### src/rtl/assoc_fill_controller.sv
// ---------------------------------------------------------------------------
// assoc_fill_controller
//
// Miss-handling front end for the fully associative data bank of mips_core.
// A single-word read request is probed against the bank; hits are returned
// straight from the bank's registered read data, misses are fetched from the
// next memory level, written into the bank for exactly one cycle, and then
// returned. Only one request is in flight at a time.
//
// Structure: a three-process FSM (state register, next-state/datapath logic,
// output decode). The handshake and bank-write outputs are registered from
// the next-state decode, so they change on the same edge that enters the
// owning state. req_ready and bank_raddr stay combinational because the bank
// must see the request address in the same cycle it is accepted.
// ---------------------------------------------------------------------------
module assoc_fill_controller #(
    parameter int DATA_WIDTH = 32,
    parameter int ADDR_WIDTH = 4,
    parameter int CNT_WIDTH  = 16
) (
    input  logic                  clk,
    input  logic                  rst_n,

    input  logic                  req_valid,
    output logic                  req_ready,
    input  logic [ADDR_WIDTH-1:0] req_addr,

    output logic                  rsp_valid,
    output logic [DATA_WIDTH-1:0] rsp_data,
    output logic                  rsp_hit,

    output logic [ADDR_WIDTH-1:0] bank_raddr,
    input  logic [DATA_WIDTH-1:0] bank_rdata,
    input  logic                  bank_hit,
    output logic                  bank_we,
    output logic [ADDR_WIDTH-1:0] bank_waddr,
    output logic [DATA_WIDTH-1:0] bank_wdata,

    output logic                  mem_req_valid,
    input  logic                  mem_req_ready,
    output logic [ADDR_WIDTH-1:0] mem_req_addr,
    input  logic                  mem_rsp_valid,
    input  logic [DATA_WIDTH-1:0] mem_rsp_data,

    output logic [CNT_WIDTH-1:0]  hit_count,
    output logic [CNT_WIDTH-1:0]  miss_count
);

    localparam logic [DATA_WIDTH-1:0] DATA_ZERO = {DATA_WIDTH{1'b0}};
    localparam logic [ADDR_WIDTH-1:0] ADDR_ZERO = {ADDR_WIDTH{1'b0}};
    localparam logic [CNT_WIDTH-1:0]  CNT_ZERO  = {CNT_WIDTH{1'b0}};
    localparam logic [CNT_WIDTH-1:0]  CNT_MAX   = {CNT_WIDTH{1'b1}};
    localparam logic [CNT_WIDTH-1:0]  CNT_ONE   = {{(CNT_WIDTH-1){1'b0}}, 1'b1};

    typedef enum logic [2:0] {
        ST_IDLE     = 3'd0,
        ST_PROBE    = 3'd1,
        ST_MEM_REQ  = 3'd2,
        ST_MEM_WAIT = 3'd3,
        ST_FILL     = 3'd4,
        ST_RESP     = 3'd5
    } state_t;

    // Statistics counters stop at all-ones instead of wrapping.
    function automatic logic [CNT_WIDTH-1:0] sat_inc(input logic [CNT_WIDTH-1:0] value);
        logic [CNT_WIDTH-1:0] result;
        if (value == CNT_MAX) begin
            result = value;
        end else begin
            result = value + CNT_ONE;
        end
        return result;
    endfunction

    // FSM state and request context.
    state_t                  state_r;
    state_t                  state_next_s;
    logic [ADDR_WIDTH-1:0]   addr_r;
    logic [ADDR_WIDTH-1:0]   addr_next_s;
    logic [DATA_WIDTH-1:0]   data_r;
    logic [DATA_WIDTH-1:0]   data_next_s;
    logic                    hit_r;
    logic                    hit_next_s;
    logic                    hit_inc_s;
    logic                    miss_inc_s;

    // Combinational outputs.
    logic                    req_ready_s;
    logic [ADDR_WIDTH-1:0]   bank_raddr_s;

    // Next values of the registered outputs.
    logic                    rsp_valid_next_s;
    logic [DATA_WIDTH-1:0]   rsp_data_next_s;
    logic                    rsp_hit_next_s;
    logic                    bank_we_next_s;
    logic [ADDR_WIDTH-1:0]   bank_waddr_next_s;
    logic [DATA_WIDTH-1:0]   bank_wdata_next_s;
    logic                    mem_req_valid_next_s;
    logic [ADDR_WIDTH-1:0]   mem_req_addr_next_s;

    // Registered outputs.
    logic                    rsp_valid_r;
    logic [DATA_WIDTH-1:0]   rsp_data_r;
    logic                    rsp_hit_r;
    logic                    bank_we_r;
    logic [ADDR_WIDTH-1:0]   bank_waddr_r;
    logic [DATA_WIDTH-1:0]   bank_wdata_r;
    logic                    mem_req_valid_r;
    logic [ADDR_WIDTH-1:0]   mem_req_addr_r;
    logic [CNT_WIDTH-1:0]    hit_count_r;
    logic [CNT_WIDTH-1:0]    miss_count_r;

    // State register; reset drops any in-flight request.
    always_ff @(posedge clk or negedge rst_n) begin
        if (!rst_n) begin
            state_r <= ST_IDLE;
        end else begin
            state_r <= state_next_s;
        end
    end

    // Next-state and request-context update; mem_rsp_valid only matters in MEM_WAIT.
    always_comb begin
        state_next_s = state_r;
        addr_next_s  = addr_r;
        data_next_s  = data_r;
        hit_next_s   = hit_r;
        hit_inc_s    = 1'b0;
        miss_inc_s   = 1'b0;
        case (state_r)
            ST_IDLE: begin
                if (req_valid) begin
                    addr_next_s  = req_addr;
                    state_next_s = ST_PROBE;
                end else begin
                    state_next_s = ST_IDLE;
                end
            end
            ST_PROBE: begin
                if (bank_hit) begin
                    data_next_s  = bank_rdata;
                    hit_next_s   = 1'b1;
                    hit_inc_s    = 1'b1;
                    state_next_s = ST_RESP;
                end else begin
                    hit_next_s   = 1'b0;
                    miss_inc_s   = 1'b1;
                    state_next_s = ST_MEM_REQ;
                end
            end
            ST_MEM_REQ: begin
                if (mem_req_ready) begin
                    state_next_s = ST_MEM_WAIT;
                end else begin
                    state_next_s = ST_MEM_REQ;
                end
            end
            ST_MEM_WAIT: begin
                if (mem_rsp_valid) begin
                    data_next_s  = mem_rsp_data;
                    state_next_s = ST_FILL;
                end else begin
                    state_next_s = ST_MEM_WAIT;
                end
            end
            ST_FILL: begin
                state_next_s = ST_RESP;
            end
            ST_RESP: begin
                state_next_s = ST_IDLE;
            end
            default: begin
                state_next_s = ST_IDLE;
            end
        endcase
    end

    // Output decode: combinational handshake/read address, plus next values of registered outputs.
    always_comb begin
        req_ready_s          = 1'b0;
        bank_raddr_s         = addr_r;
        rsp_valid_next_s     = 1'b0;
        rsp_data_next_s      = DATA_ZERO;
        rsp_hit_next_s       = 1'b0;
        bank_we_next_s       = 1'b0;
        bank_waddr_next_s    = ADDR_ZERO;
        bank_wdata_next_s    = DATA_ZERO;
        mem_req_valid_next_s = 1'b0;
        mem_req_addr_next_s  = ADDR_ZERO;

        // The bank sees the raw request address while idle so its registered
        // read data is ready in the PROBE cycle.
        case (state_r)
            ST_IDLE: begin
                req_ready_s  = 1'b1;
                bank_raddr_s = req_addr;
            end
            default: begin
                req_ready_s  = 1'b0;
                bank_raddr_s = addr_r;
            end
        endcase

        // Registered outputs are driven from the state being entered.
        case (state_next_s)
            ST_RESP: begin
                rsp_valid_next_s = 1'b1;
                rsp_data_next_s  = data_next_s;
                rsp_hit_next_s   = hit_next_s;
            end
            ST_FILL: begin
                bank_we_next_s    = 1'b1;
                bank_waddr_next_s = addr_next_s;
                bank_wdata_next_s = data_next_s;
            end
            ST_MEM_REQ: begin
                mem_req_valid_next_s = 1'b1;
                mem_req_addr_next_s  = addr_next_s;
            end
            default: begin
                rsp_valid_next_s     = 1'b0;
                bank_we_next_s       = 1'b0;
                mem_req_valid_next_s = 1'b0;
            end
        endcase
    end

    // Request context and registered interface outputs.
    always_ff @(posedge clk or negedge rst_n) begin
        if (!rst_n) begin
            addr_r          <= ADDR_ZERO;
            data_r          <= DATA_ZERO;
            hit_r           <= 1'b0;
            rsp_valid_r     <= 1'b0;
            rsp_data_r      <= DATA_ZERO;
            rsp_hit_r       <= 1'b0;
            bank_we_r       <= 1'b0;
            bank_waddr_r    <= ADDR_ZERO;
            bank_wdata_r    <= DATA_ZERO;
            mem_req_valid_r <= 1'b0;
            mem_req_addr_r  <= ADDR_ZERO;
        end else begin
            addr_r          <= addr_next_s;
            data_r          <= data_next_s;
            hit_r           <= hit_next_s;
            rsp_valid_r     <= rsp_valid_next_s;
            rsp_data_r      <= rsp_data_next_s;
            rsp_hit_r       <= rsp_hit_next_s;
            bank_we_r       <= bank_we_next_s;
            bank_waddr_r    <= bank_waddr_next_s;
            bank_wdata_r    <= bank_wdata_next_s;
            mem_req_valid_r <= mem_req_valid_next_s;
            mem_req_addr_r  <= mem_req_addr_next_s;
        end
    end

    // Saturating probe hit/miss statistics.
    always_ff @(posedge clk or negedge rst_n) begin
        if (!rst_n) begin
            hit_count_r  <= CNT_ZERO;
            miss_count_r <= CNT_ZERO;
        end else begin
            if (hit_inc_s) begin
                hit_count_r <= sat_inc(hit_count_r);
            end else begin
                hit_count_r <= hit_count_r;
            end
            if (miss_inc_s) begin
                miss_count_r <= sat_inc(miss_count_r);
            end else begin
                miss_count_r <= miss_count_r;
            end
        end
    end

    assign req_ready     = req_ready_s;
    assign bank_raddr    = bank_raddr_s;
    assign rsp_valid     = rsp_valid_r;
    assign rsp_data      = rsp_data_r;
    assign rsp_hit       = rsp_hit_r;
    assign bank_we       = bank_we_r;
    assign bank_waddr    = bank_waddr_r;
    assign bank_wdata    = bank_wdata_r;
    assign mem_req_valid = mem_req_valid_r;
    assign mem_req_addr  = mem_req_addr_r;
    assign hit_count     = hit_count_r;
    assign miss_count    = miss_count_r;

endmodule
### config.mk
export PLATFORM = sky130hd
export DESIGN_NAME = assoc_fill_controller
export DESIGN_NICKNAME = d
export VERILOG_FILES = /design/src/rtl/assoc_fill_controller.sv
export SDC_FILE = /design/constraint.sdc
export NUM_CORES = 1
export LEC_CHECK = 0
export CAP_MARGIN = 20
export CORE_MARGIN = 2
export CORE_UTILIZATION = 49
export DETAILED_ROUTE_END_ITERATION = 6
export PLACE_DENSITY = 0.95
export SLEW_MARGIN = 20
export SYNTH_ARGS = -nofsm -noshare
export SYNTH_HDL_FRONTEND = slang
export SYNTH_SLANG_ARGS = --single-unit
### constraint.sdc
create_clock -name clk -period 5.6 [get_ports clk]
set_input_delay 1.12 -clock clk [delete_from_list [all_inputs] [get_ports clk]]
set_output_delay 1.12 -clock clk [all_outputs]
set_load 0.01 [all_outputs]
==> impl_metrics.py <==
metrics = {
    "logic_synthesis": {
        "ys.flop_type": "dfrtp_1",
        "syn_avg_cell_area_um2": 13.0,
        "synth_edf_count": 0,
        "synth.net_count": 504,
        "yosys-top-cells-count": "dfrtp_1 (148), nor2b_1 (34), a221o_1 (32), and2_1 (32), xor2_1 (23)",
        "ys_top_cells_by_area": "dfrtp_1 (67%), a221o_1 (5.8%), nor2b_1 (3.8%)",
        "yosys.area.top_type": "dfrtp_1",
        "syn_inst": 428,
        "ys_seq_area_share_pct": 66.7,
        "yosysMostFrequentCell": "dfrtp_1",
        "ys_types": 37,
        "yosysWarnings": 0,
        "syn_area_um2": 5550,
        "synthArstFlopShare_pct": 100,
        "synth_top_area_share_pct": 66.7,
        "ys_seq_elements": 148,
    },
    "cells_and_area": {
        "n_antenna_cell": 0,
        "nNetsFinal": 696,
        "instances_no_fill": 770,
        "area_growth_pct": 47.6,
        "drive_above_1_share_pct": 7.46,
        "final_cell_area_um2": 8190,
    },
    "drt": {
        "drt_iter0_markers": 280,
        "vias": 4194,
        "wl_per_cell_um": 19.0,
        "avgViaCountPerCell": 5.45,
        "routed_wl_um": 14600,
        "drcViolationCount": 0,
        "antenna_left": 0,
        "dr.pass1.iters": 4,
    },
    "timing": {
        "rsz0062_at_grt": "false",
        "finalCriticalPeriod_ns": 3.68,
        "tightest_slew_ns": 0.903,
        "slew_headroom_pct": 39.8,
        "hold_viol": 0,
        "fin_skew_ns": 0.0112,
        "setup_viol": 0,
        "fmax_mhz": 272,
        "slew_viol_final": 0,
        "setup_tns_ns": 0,
        "min_period_over_period_pct": 65.7,
    },
    "global_routing": {
        "grt-busiest-layer": "met2",
        "met3_usage_pct": 8.89,
        "grt_pass1_wl_um": 23500,
        "grt_start_max_net_pins": 105,
        "gr-total-overflow": 0,
        "grt_antenna_before_repair": 0,
        "met2_usage_pct": 43.7,
        "grtUsageTotal_pct": 24.6,
        "use_met1_pct": 27.4,
        "grt_pass1_vias": 4513,
    },
    "outcome": {
        "outcome": "finished clean",
    },
    "critical_path": {
        "critPathCaptureType": "output pin",
        "r2r-start": "state_r[0]",
        "worstRegToRegCells": 7,
        "r2r_slack_ns": 3.06,
        "crit_arrival_ns": 2.56,
        "r2r-end": "rsp_data[10]",
        "path_class": "reg2out",
        "worstSetupStartpointType": "flop",
        "critical_path.max_fanout": 12,
        "cp.required_ns": 4.48,
    },
    "place": {
        "placed_cells": 739,
        "routabilityCongestion": 0.811,
        "port_buffers": 186,
        "postPlaceCellArea_um2": 7560,
        "hpwl_um": 9970,
    },
    "hold_path": {
        "min_path_cells": 1,
        "hold_end": "hit_r",
        "hold_path.class": "reg2reg",
        "min-delay-start": "hit_r",
    },
    "floorplan": {
        "dieWidth_um": 110,
        "rows": 38,
        "dieArea_um2": 12200,
        "start_util_pct": 50.7,
        "ios": 187,
        "core_area_um2": 10900,
        "die_h_um": 110,
    },
    "clock_network": {
        "holdBufCountCts": 0,
        "cts_max_level": 4,
        "cts_setup_buffers": 0,
        "cts_root_buf": "clkbuf_16",
        "clk_latency_ns": 0.41,
        "clkSlewWorstSetupHoldPaths_ns": 0.06,
        "cts_made_buffers": 17,
        "cts_tree": "done",
        "cts_sinks": 148,
        "cts.path.max_buffers": 2,
        "ctsResizeCount": 0,
    },
    "job": {
        "maxCapViolCount": 0,
    },
    "power": {
        "power.density_nw_per_um2": 466,
        "power.leakage_nw": 3.70,
        "vdd_drop_max_mv": 0.247,
        "total_power_w": 0.00381,
    },
}
==> critical path, cell delays in order (launching register included) <==
cell,delay (ns)
dfrtp_1,0.52
nor3_1,0.73
mux2_2,0.42
clkdlybuf4s50_1,0.50
==> cell families (layout without fill, tap and decap cells) <==
family / Yosys count / count (layout) / synth area share (%)
AOI/OAI and AO/OA: 45 / 45 / 7.12
xor gates and xnor gates: 26 / 26 / 4.10
adders and majority gates: 2 / 2 / 0.451
buffers and inverters: 31 / 233 / 2.23
DFF: 148 / 148 / 66.7
muxes: 13 / 13 / 2.50
and+or+nand+nor: 163 / 163 / 16.8
==> layout by cell type, fill, tap and decap left out, drive strengths merged, types with 9 or more instances in the layout <==
cell type and instances:
a221o 32, and2 33, clkbuf 19, clkdlybuf4s50 185, dfrtp 148, inv 12, nand2 16, nand3 10
nand4 9, nor2 21, nor2b 34, nor4 13, xor2 23
==> cell type report <==
cell class / count / area [µm²]
clock buffer: 19 / 453
timing repair buffer: 192 / 1920
inverter: 12 / 45.0
fill: 725 / 2750
sequential: 148 / 3700
tap: 140 / 175
clock inverter: 10 / 158
multi-input combinational: 249 / 1740
==> sequential cells by signal, summed over array words and instances (netlist names) <==
signal         cells
mem_req_addr       4
rsp_hit            1
miss_count        16
bank_wdata        32
data_r            32
bank_waddr         4
hit_count         16
bank_we            1
rsp_valid          1
hit_r              1
rsp_data          32
addr_r             4
mem_req_valid      1
state_r            3
==> worst max-delay path by stage <==
stage          startpoint  cells past startpoint  slack, ns        endpoint
2_1_floorplan    bank_hit                      6       2.98  miss_count[10]
3_5_place_dp     bank_hit                      5       1.72   hit_count[14]
5_1_grt        state_r[2]                      3       1.84   bank_raddr[0]
3_3_place_gp     bank_hit                      5       1.88   hit_count[14]
4_1_cts        state_r[2]                      3       1.93   bank_raddr[0]
6_report       state_r[2]                      3       1.92   bank_raddr[0]
==> routing by layer <==
metal	share of wire, %	up-vias	routed length [µm]
met5	0	-	0
met4	2.1	0	304
met3	6.5	22	948
met2	55	160	7980
met1	37	2131	5400
li1	-	1881	-
==> power by group <==
group	switching [W]	internal, W
clock network	0.000419	0.000759
registers	0.000166	0.00135
logic	0.000512	0.000613
==> stage by stage <==
stage               util [%]  hold slack (ns)  worst slack, ns
CTS                     74.7            0.473             1.93
detailed placement      69.1            0.460             1.72
floorplan                  -            0.439             2.98
global route            74.9            0.503             1.84
finish                  74.9            0.471             1.92
global placement        69.1            0.453             1.88
Note: power is estimated with default switching activity, not from simulation.
